## config.mk

```make
export PLATFORM = sky130hd
export DESIGN_NAME = instr_encoder
export DESIGN_NICKNAME = d
export VERILOG_FILES = /design/src/rtl/instr_pkg.sv /design/src/rtl/sync_fifo.sv /design/src/rtl/instr_encoder.sv
export SDC_FILE = /design/constraint.sdc
export NUM_CORES = 1
export LEC_CHECK = 0
export ABC_AREA = 0
export BUFFER_PORTS_ARGS = -buffer_cell sky130_fd_sc_hd__buf_4
export CORE_AREA = 3 3 118 120
export CTS_CLUSTER_SIZE = 40
export DETAILED_ROUTE_END_ITERATION = 8
export DIE_AREA = 0 0 121 123
export PLACE_DENSITY = 0.72
export SLEW_MARGIN = 10
export SYNTH_ARGS = -nofsm -noshare
export SYNTH_HDL_FRONTEND = slang
export SYNTH_HIERARCHICAL = 1
export SYNTH_SLANG_ARGS = --single-unit
export TNS_END_PERCENT = 5
```

## constraint.sdc

```tcl
create_clock -name clk -period 3.7 [get_ports clk]
set_input_delay 0.37 -clock clk [delete_from_list [all_inputs] [get_ports clk]]
set_output_delay 0.37 -clock clk [all_outputs]
set_load 0.05 [all_outputs]
```

## src/rtl/instr_pkg.sv

```systemverilog
// Shared instruction-format definitions: format enum, fixed opcodes and the
// MIPS field bit positions used by both the encoder and the decoder block.
package instr_pkg;

  typedef enum logic [1:0] {
    FMT_R   = 2'd0,
    FMT_I   = 2'd1,
    FMT_J   = 2'd2,
    FMT_ILL = 2'd3
  } fmt_e;

  localparam logic [5:0] OP_RTYPE = 6'h0;
  localparam logic [5:0] OP_J     = 6'h2;
  localparam logic [5:0] OP_JAL   = 6'h3;

  localparam int OP_LSB     = 26;
  localparam int RS_LSB     = 21;
  localparam int RT_LSB     = 16;
  localparam int RD_LSB     = 11;
  localparam int SHAMT_LSB  = 6;
  localparam int FUNCT_LSB  = 0;
  localparam int IMM_LSB    = 0;
  localparam int TARGET_LSB = 0;

  function automatic logic is_jump_op(input logic [5:0] op);
    return (op == OP_J) || (op == OP_JAL);
  endfunction

endpackage

```

## src/rtl/sync_fifo.sv

```systemverilog
// Single-clock FIFO with an occupancy counter; rdata reads zero while empty.
module sync_fifo #(
  parameter int WIDTH = 32,
  parameter int DEPTH = 4
) (
  input  logic             clk,
  input  logic             rst_n,
  input  logic             push,
  input  logic [WIDTH-1:0] wdata,
  input  logic             pop,
  output logic [WIDTH-1:0] rdata,
  output logic             full,
  output logic             empty
);

  localparam int AW = $clog2(DEPTH);
  localparam int CW = AW + 1;

  logic [WIDTH-1:0] mem [DEPTH];
  logic [AW-1:0]    wptr, rptr;
  logic [CW-1:0]    count;
  logic             do_push, do_pop;

  assign full    = (count == CW'(DEPTH));
  assign empty   = (count == '0);
  assign do_push = push && !full;
  assign do_pop  = pop && !empty;
  assign rdata   = empty ? '0 : mem[rptr];

  // Storage is left unreset: the empty gate on rdata hides stale entries.
  always_ff @(posedge clk) begin
    if (do_push) mem[wptr] <= wdata;
  end

  always_ff @(posedge clk or negedge rst_n) begin
    if (!rst_n) begin
      wptr  <= '0;
      rptr  <= '0;
      count <= '0;
    end else begin
      if (do_push) wptr <= wptr + AW'(1);
      if (do_pop)  rptr <= rptr + AW'(1);
      case ({do_push, do_pop})
        2'b10:   count <= count + CW'(1);
        2'b01:   count <= count - CW'(1);
        default: count <= count;
      endcase
    end
  end

endmodule

```

## src/rtl/instr_encoder.sv

```systemverilog
// Encodes R/I/J instruction fields into 32-bit MIPS words, drops illegal
// requests, queues legal words and keeps per-class encode counters.
module instr_encoder
  import instr_pkg::*;
#(
  parameter int FIFO_DEPTH = 4,
  parameter int CNT_W      = 3
) (
  input  logic             clk,
  input  logic             rst_n,
  input  logic             in_valid,
  output logic             in_ready,
  input  logic [1:0]       in_fmt,
  input  logic [5:0]       in_op,
  input  logic [4:0]       in_rs,
  input  logic [4:0]       in_rt,
  input  logic [4:0]       in_rd,
  input  logic [4:0]       in_shamt,
  input  logic [5:0]       in_funct,
  input  logic [15:0]      in_imm,
  input  logic [25:0]      in_target,
  output logic             out_valid,
  input  logic             out_ready,
  output logic [31:0]      out_word,
  output logic [CNT_W-1:0] R_counter,
  output logic [CNT_W-1:0] I_counter,
  output logic [CNT_W-1:0] J_counter,
  output logic [CNT_W-1:0] err_counter
);

  fmt_e        fmt;
  logic [31:0] enc;
  logic        legal, accept, full, empty;

  assign fmt    = fmt_e'(in_fmt);
  assign accept = in_valid && in_ready;

  always_comb begin
    enc   = '0;
    legal = 1'b0;
    case (fmt)
      FMT_R: begin
        enc[OP_LSB +: 6]    = OP_RTYPE;
        enc[RS_LSB +: 5]    = in_rs;
        enc[RT_LSB +: 5]    = in_rt;
        enc[RD_LSB +: 5]    = in_rd;
        enc[SHAMT_LSB +: 5] = in_shamt;
        enc[FUNCT_LSB +: 6] = in_funct;
        legal               = 1'b1;
      end
      FMT_I: begin
        enc[OP_LSB +: 6]   = in_op;
        enc[RS_LSB +: 5]   = in_rs;
        enc[RT_LSB +: 5]   = in_rt;
        enc[IMM_LSB +: 16] = in_imm;
        legal              = (in_op != OP_RTYPE) && !is_jump_op(in_op);
      end
      FMT_J: begin
        enc[OP_LSB +: 6]      = in_op;
        enc[TARGET_LSB +: 26] = in_target;
        legal                 = is_jump_op(in_op);
      end
      default: ;
    endcase
  end

  sync_fifo #(.WIDTH(32), .DEPTH(FIFO_DEPTH)) u_fifo (
    .clk   (clk),
    .rst_n (rst_n),
    .push  (accept && legal),
    .wdata (enc),
    .pop   (out_ready),
    .rdata (out_word),
    .full  (full),
    .empty (empty)
  );

  assign in_ready  = !full;
  assign out_valid = !empty;

  // Class counters wrap; the error counter sticks at all-ones.
  always_ff @(posedge clk or negedge rst_n) begin
    if (!rst_n) begin
      R_counter   <= '0;
      I_counter   <= '0;
      J_counter   <= '0;
      err_counter <= '0;
    end else if (accept) begin
      if (!legal) begin
        if (err_counter != '1) err_counter <= err_counter + CNT_W'(1);
      end else begin
        case (fmt)
          FMT_R:   R_counter <= R_counter + CNT_W'(1);
          FMT_I:   I_counter <= I_counter + CNT_W'(1);
          FMT_J:   J_counter <= J_counter + CNT_W'(1);
          default: ;
        endcase
      end
    end
  end

endmodule

```

# Yosys cells after proc, flatten, opt, wreduce, memory -nomap -nowiden
# Memories as Yosys holds them, arrays and structs flattened.
# Cells that the tools add are included.
# totals
word_cells	48
mem_bits_ro	0
out_inout_bits	46
mem_count	1
ram_bits	128
input_bits	80
latchBits	0
regBits	19
# mem_list
memory	depth	word_bits	rd	rd_clocked_by_memory_dff	wr	line_no	text
u_fifo.mem	4	32	1	0	1	sync_fifo.sv:19	logic [WIDTH-1:0] mem [DEPTH];
# classes
magnitude_cmp	0
n_mux	6
mul	0
bitwise_logic	1
reduce_logical	17
n_eq_ne	8
div	0
shift	0
add_sub_neg	8
# op_table
operator	count
32-bit case mux with 3 select lines	1
32-bit two-way mux	1
3-bit by 1-bit adder with 3-bit output (second input constant)	5
6-bit by 2-bit equality test with 1-bit output (second input constant)	2
3-bit AND reduction	4
3-bit case mux with 2 select lines	1
6-bit nonzero test	1
1-bit logical AND	5
2-bit by 1-bit adder with 2-bit output (second input constant)	2
2-bit by 1-bit equality test with 1-bit output (second input constant)	2
2-bit equality test (second input constant)	2
3-bit equality test (second input constant)	1
1-bit logical NOT	3
3-bit logical NOT	1
3-bit inequality test (second input constant)	1
1-bit case mux with 3 select lines	1
3-bit by 1-bit subtractor with 3-bit output (second input constant)	1
2-bit logical NOT	1
1-bit two-way mux	2
2-bit nonzero test	1
1-bit logical OR	1
1-bit NOT	1

# Longest topological paths before layout
# Gate-level depths: netlist of run 1.
# logic_depth
word_depth	9
ltp_mapped	11
depth_no_buf	11

# By module
# The synthesis of run 1 kept the hierarchy.
# modules_own_cells
module	n_inst	cells_per_inst	seq_area_each_um2	area_each_um2
sync_fifo	1	241	4018.9	5260.0
instr_encoder	1	145	300.3	1131.1

# Worst setup path after synthesis of run 1
# OpenSTA, ideal clock, no wires.
# synth_path
path_kind	input-to-reg
from	input in_op[4]
to	memory u_fifo.mem[0][0] (enable)
path_buffers	0
required_ps	3308
cell_stages	5
t_arrival_ps	2378
slack_ps	930
setup_ps	392
cell_sequence	or4_4 > o21ai_2 > and3_2 > nor2b_1 > and2_1
# synth_between
elab_chain_cells	9
elab_cells_between_ends	11
classes_between	eq/ne (2); mux (3); reduce/logical (6)
# synth_lines
item	line_no	text
start: declaration	instr_encoder.sv:14	input logic [5:0] in_op,
6-bit by 2-bit equality test with 1-bit output	instr_pkg.sv:26	return (op == OP_J) || (op == OP_JAL);
1-bit logical OR	instr_pkg.sv:26	
1-bit logical NOT	instr_encoder.sv:56	legal = (in_op != OP_RTYPE) && !is_jump_op(in_op);
1-bit logical AND	instr_encoder.sv:56	
1-bit case mux with 3 select lines (*)	instr_encoder.sv:41	case (fmt)
1-bit logical AND (*)	instr_encoder.sv:70	.push (accept && legal),
1-bit logical AND (*)	sync_fifo.sv:26	assign do_push = push && !full;
1-bit two-way mux (*)	sync_fifo.sv:32	if (do_push) mem[wptr] <= wdata;
1-bit two-way mux (not written as such) (*)	sync_fifo.sv:32	
end: declaration	sync_fifo.sv:19	
# Mark *: on every way between the ends. The rest lies on a longest branch, timed or not.

# Worst setup path in the final report of run 1
# layout_path
from	register u_fifo.rptr[1]
to	output out_word[0]
# layout_between
elab_chain_cells	2
# layout_lines
item	line_no	text
start: declaration	sync_fifo.sv:20	logic [AW-1:0] wptr, rptr;
start signal: assignment	sync_fifo.sv:42	if (do_pop) rptr <= rptr + AW'(1);
memory 4 x 32 bit	--	
32-bit two-way mux	sync_fifo.sv:28	assign rdata = empty ? '0 : mem[rptr];
end: declaration	instr_encoder.sv:24	output logic [31:0] out_word,
# Every way passes these cells.

==> results of run 1 <==
-- power groups by stage --
stage | Sequential [mW] | Clock (mW) | Combinational, mW
2_1_floorplan | 2.39 | 0 | 2.02
3_3_place_gp | 2.29 | 0 | 2.92
3_5_place_dp | 2.31 | 0 | 2.96
4_1_cts | 2.28 | 1.66 | 2.96
5_1_grt | 2.31 | 1.72 | 3.09
6_report | 2.27 | 1.62 | 2.91
-- routing by layer --
metal / global-route usage / wire length [um] / vias up / part of all wire
met1: 0.224 / 5210 / 1818 / 0.42
met3: 0.0499 / 768 / 4 / 0.062
met2: 0.296 / 6310 / 111 / 0.51
met5: 0 / 0 / - / 0
met4: 0.0411 / 34 / 0 / 0.0028
li1: - / - / 1711 / -
-- Yosys cell counts, drive strengths merged, types with 2 or more instances --
cell and number:
nand4 2, mux4 32, xnor2 7, and2 10
xor2 6, ha 10, buf 10, nor2b 37
nor3 2, edfxtp 128, mux2i 17, inv 20
mux2 6, nand3 2, dfrtp 19, o21ai 28
nor2 4, clkbuf 9, nand2 28
-- through the flow --
step | setup WS, ps | total power, mW | hold slack [ps] | instance area (um^2) | utilization
after CTS | 874 | 6.89 | 291 | 8100 | 0.619
after floorplan | 930 | 4.41 | 74.4 | 6390 | -
after global placement | 955 | 5.21 | 260 | 7520 | 0.575
after global routing | 801 | 7.12 | 315 | 8100 | 0.619
after detailed placement | 843 | 5.26 | 265 | 7520 | 0.575
final | 940 | 6.80 | 308 | 8100 | 0.619
-- layout by cell type (no fill, tap or decap), types with 4 or more instances in the layout --
| cell | instances |
|---|---|
| and2_1 | 5 |
| and2_2 | 5 |
| buf_4 | 134 |
| clkbuf_16 | 17 |
| dfrtp_1 | 18 |
| edfxtp_1 | 128 |
| ha_1 | 10 |
| inv_1 | 20 |
| mux2i_1 | 17 |
| mux4_2 | 32 |
| nand2_1 | 28 |
| nor2_1 | 4 |
| nor2b_1 | 36 |
| o21ai_0 | 27 |
| xnor2_1 | 7 |
| xor2_1 | 6 |
-- repair_timing --
action / 4_1_cts / 5_1_grt
resized for setup: 0 / 0
hold endpoints to repair: 19 / 0
hold buffers: 1 / 0
-- flip-flops by register name, indices dropped and copies added (netlist names) --
name and flops:
u_fifo/rptr 2, u_fifo/count 3, J_counter 3, err_counter 3
u_fifo/wptr 2, u_fifo/mem 128, R_counter 3, I_counter 3
-- critical path, delay by kind of cell (launching register included) --
family | cells | cell delay [ps]
buffers and inverters | 2 | 610
flip-flops | 1 | 860
AND/OR/NAND/NOR | 1 | 160
multiplexers | 1 | 370
-- kinds of logic (layout without fill, tap and decap cells) --
family / after synthesis / count (layout)
flops: 147 / 147
simple gates: 91 / 91
mux: 55 / 55
buf+inv: 39 / 187
compound gates: 30 / 30
xor+xnor: 13 / 13
fa+ha+maj: 11 / 11
-- path summary, 6_finish.rpt --
kind / end / cells after the start
setup / recovery: out_word[0] / 4
hold / removal: u_fifo/rptr[1]$_DFFE_PN0P_ / 4
setup reg to reg: u_fifo/count[2]$_DFFE_PN0P_ / 11
hold reg to reg: R_counter[2]$_DFFE_PN0P_ / 1
max in group asynchronous: u_fifo/rptr[0]$_DFFE_PN0P_ / 2
min in group asynchronous: I_counter[2]$_DFFE_PN0P_ / 2
-- final cells by class --
cell class              count  area [um^2]  area share
repair buffers            135         1020       0.125
multi-input cells         200         1900       0.235
flip-flops and latches    147         4320       0.533
inverters                  20         75.1     0.00926
clock inverters            13          136      0.0168
clock buffers              19          433      0.0534
well taps                 176          220      0.0272
==> flow_metrics.tcl, run 1 <==
set metrics [dict create \
    synth_top_cell_by_area "edfxtp_1" \
    fin_cells 710 \
    design.core.area_mm2 0.0131 \
    route.detailed.drc 0 \
    synthAdderAreaFrac 0.0227 \
    dp_cells 677 \
    powerDensity_mw_per_mm2 839 \
    die_x_um 121 \
    ys.flop_type "edfxtp_1" \
    critPathMaxStageDelay_ps 860 \
    synth.area.top_cells "edfxtp_1 60%, mux4_2 11%, dfrtp_1 7.4%, nor2b_1 3.6%, mux2i_1 2.7%" \
    cap_viol_max_count 0 \
    crit_fanout 17 \
    initial_core_util 0.488 \
    grt_max_degree 35 \
    hold_class "in -> reg" \
    tightest_slew_ps 808 \
    ys_types 35 \
    grt_pass1_vias 3814 \
    rows 42 \
    synth_area_mm2 0.00639 \
    hold_viol 0 \
    synth_top_family_by_area "multiplexers" \
    slew_headroom 0.461 \
    routed_wl_um 12300 \
    synth_compound_area_frac 0.0256 \
    grt_first_pass_wirelength_um 19400 \
    synthSimpleGateAreaFrac 0.0787 \
    switching_power_mw 2.65 \
    irDropWorstVdd_mv 0.492 \
    ys_seq_elements 147 \
    fin_setup_tns_ps 0 \
    antenna_found_initial 0 \
    synth_xor_area_frac 0.0178 \
    fin_crit_ps 2760 \
    fin_crit_sh 0.746 \
    cts_tree "built" \
    fp.dieArea_mm2 0.0149 \
    finalClockSkew_ps 7.00 \
    grt_overflow 0 \
    end_kind "output port" \
    timing.fmax_mhz 362 \
    synth_nets 477 \
    ys_seq_area_frac 0.676 \
    syn_avg_cell_area_um2 16.6 \
    cts_max_path_buffers 2 \
    p_int_mw 4.15 \
    nFillCells 977 \
    antenna_cells 0 \
    outcome "finished clean" \
    final_max_slew_viol_count 0 \
    grtUsageTotal 0.174 \
    route.antenna.remaining_nets 0 \
    area_delta_synth_final_pct 26.8 \
    cts_buffers 17 \
    io_buffers 125 \
    drive_gt1_frac 0.399 \
    first_pass_iters 4 \
    clockPowerShare 0.238 \
    final_nets 612 \
    synth_top_area_share 0.601 \
    clkTransAtPathRegs_ps 50 \
    pin_count 126 \
    fp.dieH_um 123 \
    dp_hpwl_um 8230 \
    clk-insertion-delay-late_ps 400 \
    cp.required_ps 3330 \
    cts.htree.levels 4 \
    cts_num_sinks 147 \
    drtIter0Drc 203 \
    startpoint "u_fifo/rptr[1]$_DFFE_PN0P_" \
    synth_cells 386 \
    root_buffer "clkbuf_16" \
    cp-start-kind "flop" \
    post_cts_buffers 0 \
    p_comb_frac 0.428 \
    leakage_nw 3.13 \
    gp_congestion 0.738 \
    pwr-share-seq 0.334 \
    netSwitchingFraction 0.390 \
    synthMuxAreaShare 0.151 \
    critPathKind "reg -> out" \
    route.vias.total 3644 \
    slowest_stage "dfrtp_1" \
    r2r_setup_slack_ps 1010 \
    synth_warnings 6 \
    finalSetupViolCount 0 \
    r2r_start "u_fifo/count[0]$_DFFE_PN0P_" \
    synth_edf_count 128 \
    worstHoldStart "out_ready" \
    critPathMostFrequentCell "buf_4" \
    path_cells "buf_4 > mux4_2 > nor2b_1 > buf_4" \
    cp.arrival_ps 2390 \
    avgRoutedWirePerCell_um 17.4 \
    rsz0062_at_grt "false" \
    vias_per_cell 5.13 \
    async_flop_share 0.129 \
]
Power figures use the tool's default switching activity.
==> inputs of run 2 (changes only) <==
- ABC_AREA: 0 -> 1
- CORE_AREA: 3 3 118 120 -> 3 3 123 125
- DIE_AREA: 0 0 121 123 -> 0 0 126 128
- clock period: 3.7 -> 2.85 ns (I/O delays scaled with it)
==> flow_metrics.tcl, run 2 <==
set metrics [dict create \
    outcome "finished clean" \
    die_x_um 126 \
    rows 43 \
    avgRoutedWirePerCell_um 14.5 \
    critPathKind "reg -> out" \
    route.antenna.remaining_nets 0 \
    tightest_slew_ps 774 \
    gp_congestion 0.738 \
    cp-start-kind "flop" \
    critPathMostFrequentCell "buf_4" \
    dr_wl_met3_um 832 \
    leakage_nw 4.05 \
    hold_class "in -> reg" \
    post_cts_buffers 0 \
    reg2regPathDepth 14 \
    grt_first_pass_wirelength_um 25100 \
    synth_cells 740 \
    routed_wl_um 15400 \
    netSwitchingFraction 0.450 \
    clkTransAtPathRegs_ps 50 \
    cts_resized 0 \
    switching_power_mw 4.19 \
    irDropWorstVdd_mv 0.723 \
    post-route-util 0.622 \
    drtIter0Drc 330 \
    fin_crit_sh 0.838 \
    postCtsHoldBufs 1 \
    synth_top_cell_by_area "edfxtp_1" \
    finalSetupViolCount 0 \
    synth_top_area_share 0.548 \
    cap_viol_max_count 0 \
    pre_cts_slack_ps 521 \
    r2r_start "u_fifo/count[0]$_DFFE_PN0P_" \
    synth.area.top_cells "edfxtp_1 55%, nand2_1 11%, dfrtp_1 6.8%, nand3_1 6.8%, inv_1 5.5%" \
    wl_met1_um 6740 \
    route.detailed.drc 0 \
    cp.arrival_ps 2100 \
    ys_seq_area_frac 0.616 \
    grt_max_degree 67 \
    vias_per_cell 4.89 \
    timing.fmax_mhz 419 \
    cp.required_ps 2570 \
    rsz0062_at_grt "false" \
    fp.dieH_um 128 \
    r2r_setup_slack_ps 760 \
    whs_ps 129 \
    layout_setup_ws_ps 462 \
    antenna_cells 0 \
    critical_path.endpoint "out_word[2]" \
    p_comb_frac 0.481 \
    cts_tree "built" \
    critPathMaxStageDelay_ps 450 \
    cts.htree.levels 4 \
    drive_gt1_frac 0.265 \
    pwr-share-seq 0.303 \
    path_cells "inv_2 > buf_4 > nand2_1 > nand3_1 > a21oi_1 > buf_4" \
    synth_area_mm2 0.00701 \
    fin_crit_ps 2390 \
    initial_core_util 0.501 \
    synth_common_cells "214 x nand2_1, 128 x edfxtp_1, 103 x inv_1" \
    p_int_mw 5.11 \
    dp_hpwl_um 9970 \
    crit_fanout 33 \
    synth.most_common_cell "nand2_1" \
    final_common_cell "nand2_1" \
    area_delta_synth_final_pct 24.1 \
    grt_pass1_vias 5107 \
    fin_setup_tns_ps 0 \
    root_buffer "clkbuf_16" \
    synth_nets 831 \
    powerDensity_mw_per_mm2 1070 \
    highest_layer "met4" \
    max_flop_register "u_fifo/mem" \
    final_nets 958 \
    power_mw 9.30 \
    startpoint "u_fifo/rptr[0]$_DFFE_PN0P_" \
    pin_count 126 \
    route.vias.total 5188 \
    worst_hold_path.num_cells 3 \
    cts_max_path_buffers 2 \
    layout_common_cells "214 x nand2_1, 136 x buf_4, 128 x edfxtp_1" \
    cts_num_sinks 147 \
    grt_overflow 0 \
    io_buffers 125 \
    ys_seq_elements 147 \
    slowest_stage "inv_2" \
    design.core.area_mm2 0.0140 \
    end_kind "output port" \
    final_max_slew_viol_count 0 \
    cts_buffers 17 \
    clk-insertion-delay-late_ps 410 \
    synth_warnings 6 \
    grtUsageTotal 0.199 \
    ys.flop_type "edfxtp_1" \
    antenna_found_initial 0 \
    syn_avg_cell_area_um2 9.48 \
    fp.dieArea_mm2 0.0161 \
    wl_met2_um 7510 \
    timing.rr.end "u_fifo/count[2]$_DFFE_PN0P_" \
    first_pass_iters 4 \
    hold_viol 0 \
    nFillCells 1150 \
    finalClockSkew_ps 4.81 \
    largest_register_ffs 128 \
    async_flop_share 0.129 \
    clockPowerShare 0.216 \
    synth_edf_count 128 \
    ys_types 25 \
    slew_headroom 0.483 \
]
## run 2: cell types whose count changed after synthesis, moves of 32 or more
cell / delta
nand3_1: +94
nor2b_1: -37
nand2_1: +186
inv_2: +53
inv_1: +83
mux4_2: -32
a21oi_1: +32
## run 2: metrics by stage
stage	area [um^2]	instances
5_1_grt	8700	1060
6_report	8700	1060
4_1_cts	8700	1060
3_5_place_dp	8150	1027
3_3_place_gp	8150	1027
2_1_floorplan	7010	740
## run 2: power groups by stage
| stage | combinational (mW) | sequential (mW) | clock (mW) |
|---|---|---|---|
| after floorplan | 3.00 | 3.06 | 0 |
| after global placement | 4.45 | 2.86 | 0 |
| after global routing | 4.83 | 2.85 | 2.13 |
| after CTS | 4.52 | 2.82 | 2.04 |
| after detailed placement | 4.50 | 2.87 | 0 |
| final | 4.47 | 2.82 | 2.01 |
## run 2: area by class of cell
type | instances | area [um^2] | area share
multi-input combinational | 402 | 1940 | 0.223
timing repair buffer | 139 | 1070 | 0.123
sequential | 147 | 4320 | 0.496
inverter | 160 | 606 | 0.0696
clock buffer | 17 | 425 | 0.0489
tap | 180 | 225 | 0.0259
clock inverter | 15 | 119 | 0.0137
## run 2: worst min path at each step
stage,startpoint,endpoint,slack (ps)
finish,out_ready,u_fifo/rptr[0]$_DFFE_PN0P_,130
global route,out_ready,u_fifo/rptr[0]$_DFFE_PN0P_,120
CTS,out_ready,u_fifo/rptr[0]$_DFFE_PN0P_,110
detailed placement,rst_n,J_counter[0]$_DFFE_PN0P_,180
global placement,rst_n,R_counter[1]$_DFFE_PN0P_,180
floorplan,rst_n,I_counter[0]$_DFFE_PN0P_,-10
## run 2: logic make-up (layout without fill, tap and decap cells)
group	count (synthesis)	in the layout	synth area share
AND/OR/NAND/NOR	337	337	0.203
XOR/XNOR	7	7	0.00874
AO/OA/AOI/OAI	46	46	0.0382
flip-flops	147	147	0.616
multiplexers	1	1	0.00161
buffers and inverters	191	331	0.112
adder cells (fa/ha/maj)	11	11	0.0207
## run 2: worst max-delay path: cells and delay by family (launching register included)
family,cells,cell delay (ps)
AOI/OAI and AO/OA,1,100
and+or+nand+nor,2,170
DFF,1,400
buffers and inverters,3,1010
## run 2: layer usage
| layer | up-vias | track usage |
|---|---|---|
| met2 | 147 | 0.324 |
| li1 | 2611 | - |
| met5 | - | 0 |
| met1 | 2403 | 0.262 |
| met3 | 27 | 0.0413 |
| met4 | 0 | 0.0795 |
==> inputs of run 3 (changes only) <==
- clock period: 2.85 -> 2.44 ns (I/O delays scaled with it)
==> flow_metrics.tcl, run 3 (synthesis results as in run 2) <==
set metrics [dict create \
    vias_per_cell 4.81 \
    dpl_cell_area_mm2 0.00825 \
    hold_viol 0 \
    slowest_stage "dfrtp_4" \
    clockPowerShare 0.246 \
    finalClockSkew_ps 4.98 \
    clk-insertion-delay-late_ps 420 \
    r2r_setup_slack_ps 350 \
    powerDensity_mw_per_mm2 1290 \
    grtUsageTotal 0.198 \
    antenna_found_initial 0 \
    drive_gt1_frac 0.271 \
    fp.dieArea_mm2 0.0161 \
    path_cells "inv_2 > buf_12 > nand2_1 > nand3_1 > a21oi_1 > buf_4" \
    nFillCells 1161 \
    netSwitchingFraction 0.426 \
    cap_viol_max_count 0 \
    grt_pass1_vias 5094 \
    grt_overflow 0 \
    cp.arrival_ps 2050 \
    pwr-share-seq 0.291 \
    route.antenna.remaining_nets 0 \
    grt_max_degree 53 \
    gp_congestion 0.784 \
    cp.required_ps 2200 \
    hold_class "in -> reg" \
    grt_first_pass_wirelength_um 25000 \
    end_kind "output port" \
    root_buffer "clkbuf_16" \
    post_cts_buffers 0 \
    routed_wl_um 15500 \
    slew_headroom 0.477 \
    finalSetupViolCount 0 \
    reg2regPathDepth 14 \
    critical_path.endpoint "out_word[31]" \
    die_x_um 126 \
    cp-start-kind "flop" \
    initial_core_util 0.501 \
    final_common_cell "nand2_1" \
    final_max_slew_viol_count 0 \
    power_mw 11.5 \
    pin_count 126 \
    cts_num_sinks 147 \
    first_pass_iters 5 \
    leakage_nw 4.15 \
    post-route-util 0.637 \
    fin_setup_tns_ps 0 \
    antenna_cells 0 \
    rows 43 \
    avgRoutedWirePerCell_um 14.5 \
    p_int_mw 6.59 \
    final_nets 964 \
    cts.htree.levels 4 \
    fin_crit_sh 0.941 \
    fp.dieH_um 128 \
    dp_hpwl_um 10100 \
    route.detailed.drc 0 \
    io_buffers 125 \
    fin_crit_ps 2300 \
    timing.fmax_mhz 436 \
    timing.rr.end "u_fifo/count[2]$_DFFE_PN0P_" \
    route.vias.total 5122 \
    worstHoldStart "out_ready" \
    design.core.area_mm2 0.0140 \
    max_flop_register "u_fifo/mem" \
    cts_tree "built" \
    whs_ps 97.1 \
    fin_cells 1065 \
    layout_setup_ws_ps 144 \
    critPathKind "reg -> out" \
    r2r_start "u_fifo/count[0]$_DFFE_PN0P_" \
    tightest_slew_ps 783 \
    crit_fanout 52 \
    area_delta_synth_final_pct 27.1 \
    critPathMaxStageDelay_ps 570 \
    clkTransAtPathRegs_ps 50 \
    largest_register_ffs 128 \
    cts_max_path_buffers 2 \
    irDropWorstVdd_mv 0.823 \
    rsz0062_at_grt "false" \
    startpoint "u_fifo/rptr[0]$_DFFE_PN0P_" \
    drtIter0Drc 382 \
    layout_common_cells "214 x nand2_1, 138 x buf_4, 128 x edfxtp_1" \
    switching_power_mw 4.90 \
    pre_cts_slack_ps 202 \
    dp_cells 1033 \
    stdcell_area_mm2 0.00891 \
    cts_buffers 17 \
    outcome "finished clean" \
    p_comb_frac 0.463 \
]
## run 3: changes by cell type in the layout (fill, tap and decap cells not counted), sizes merged
cell      before  now
clkinv        12    5
buf          138  144
clkbuf        17   22
bufinv         1    5
clkinvlp       6    3
## run 3: worst min path at each step
stage,to,cells after the start
floorplan,I_counter[0]$_DFFE_PN0P_,0
CTS,u_fifo/rptr[0]$_DFFE_PN0P_,3
global route,u_fifo/rptr[0]$_DFFE_PN0P_,3
detailed placement,R_counter[0]$_DFFE_PN0P_,1
global placement,J_counter[0]$_DFFE_PN0P_,1
finish,u_fifo/rptr[0]$_DFFE_PN0P_,3
## run 3: critical path: cells and delay by family, from the launching register on
family	cells	cell delay [ps]
flip-flops	1	570
AO/OA/AOI/OAI	1	100
AND/OR/NAND/NOR	2	200
buffers and inverters	3	750
## run 3: layer usage
metal  track usage  vias up  routed length [um]
li1              -     2619                   -
met1         0.241     2342                6460
met2         0.341      145                7810
met3        0.0575       16                1050
met4        0.0656        0                 168
met5             0        -                   0
## run 3: layout make-up
cell class                      count  area, um^2  share of cell area
Clock buffer                       22         474              0.0532
Clock inverter                      9         178              0.0199
Inverter                          160         606              0.0679
Multi-Input combinational cell    402        1940               0.218
Sequential cell                   147        4320               0.485
Tap cell                          180         225              0.0253
Timing Repair Buffer              145        1170               0.131
## run 3: timing repair
item                       4_1_cts  5_1_grt
setup endpoints to repair        0        5
gates resized for setup          0        2
hold buffers                     1        0
hold endpoints to repair        19        0
## run 3: power groups by stage
stage          Sequential, mW  Clock, mW  Combinational (mW)
2_1_floorplan            3.57          0                3.51
3_3_place_gp             3.38          0                5.29
3_5_place_dp             3.38          0                5.34
4_1_cts                  3.34       2.86                5.37
5_1_grt                  3.38       2.99                5.73
6_report                 3.34       2.82                5.32
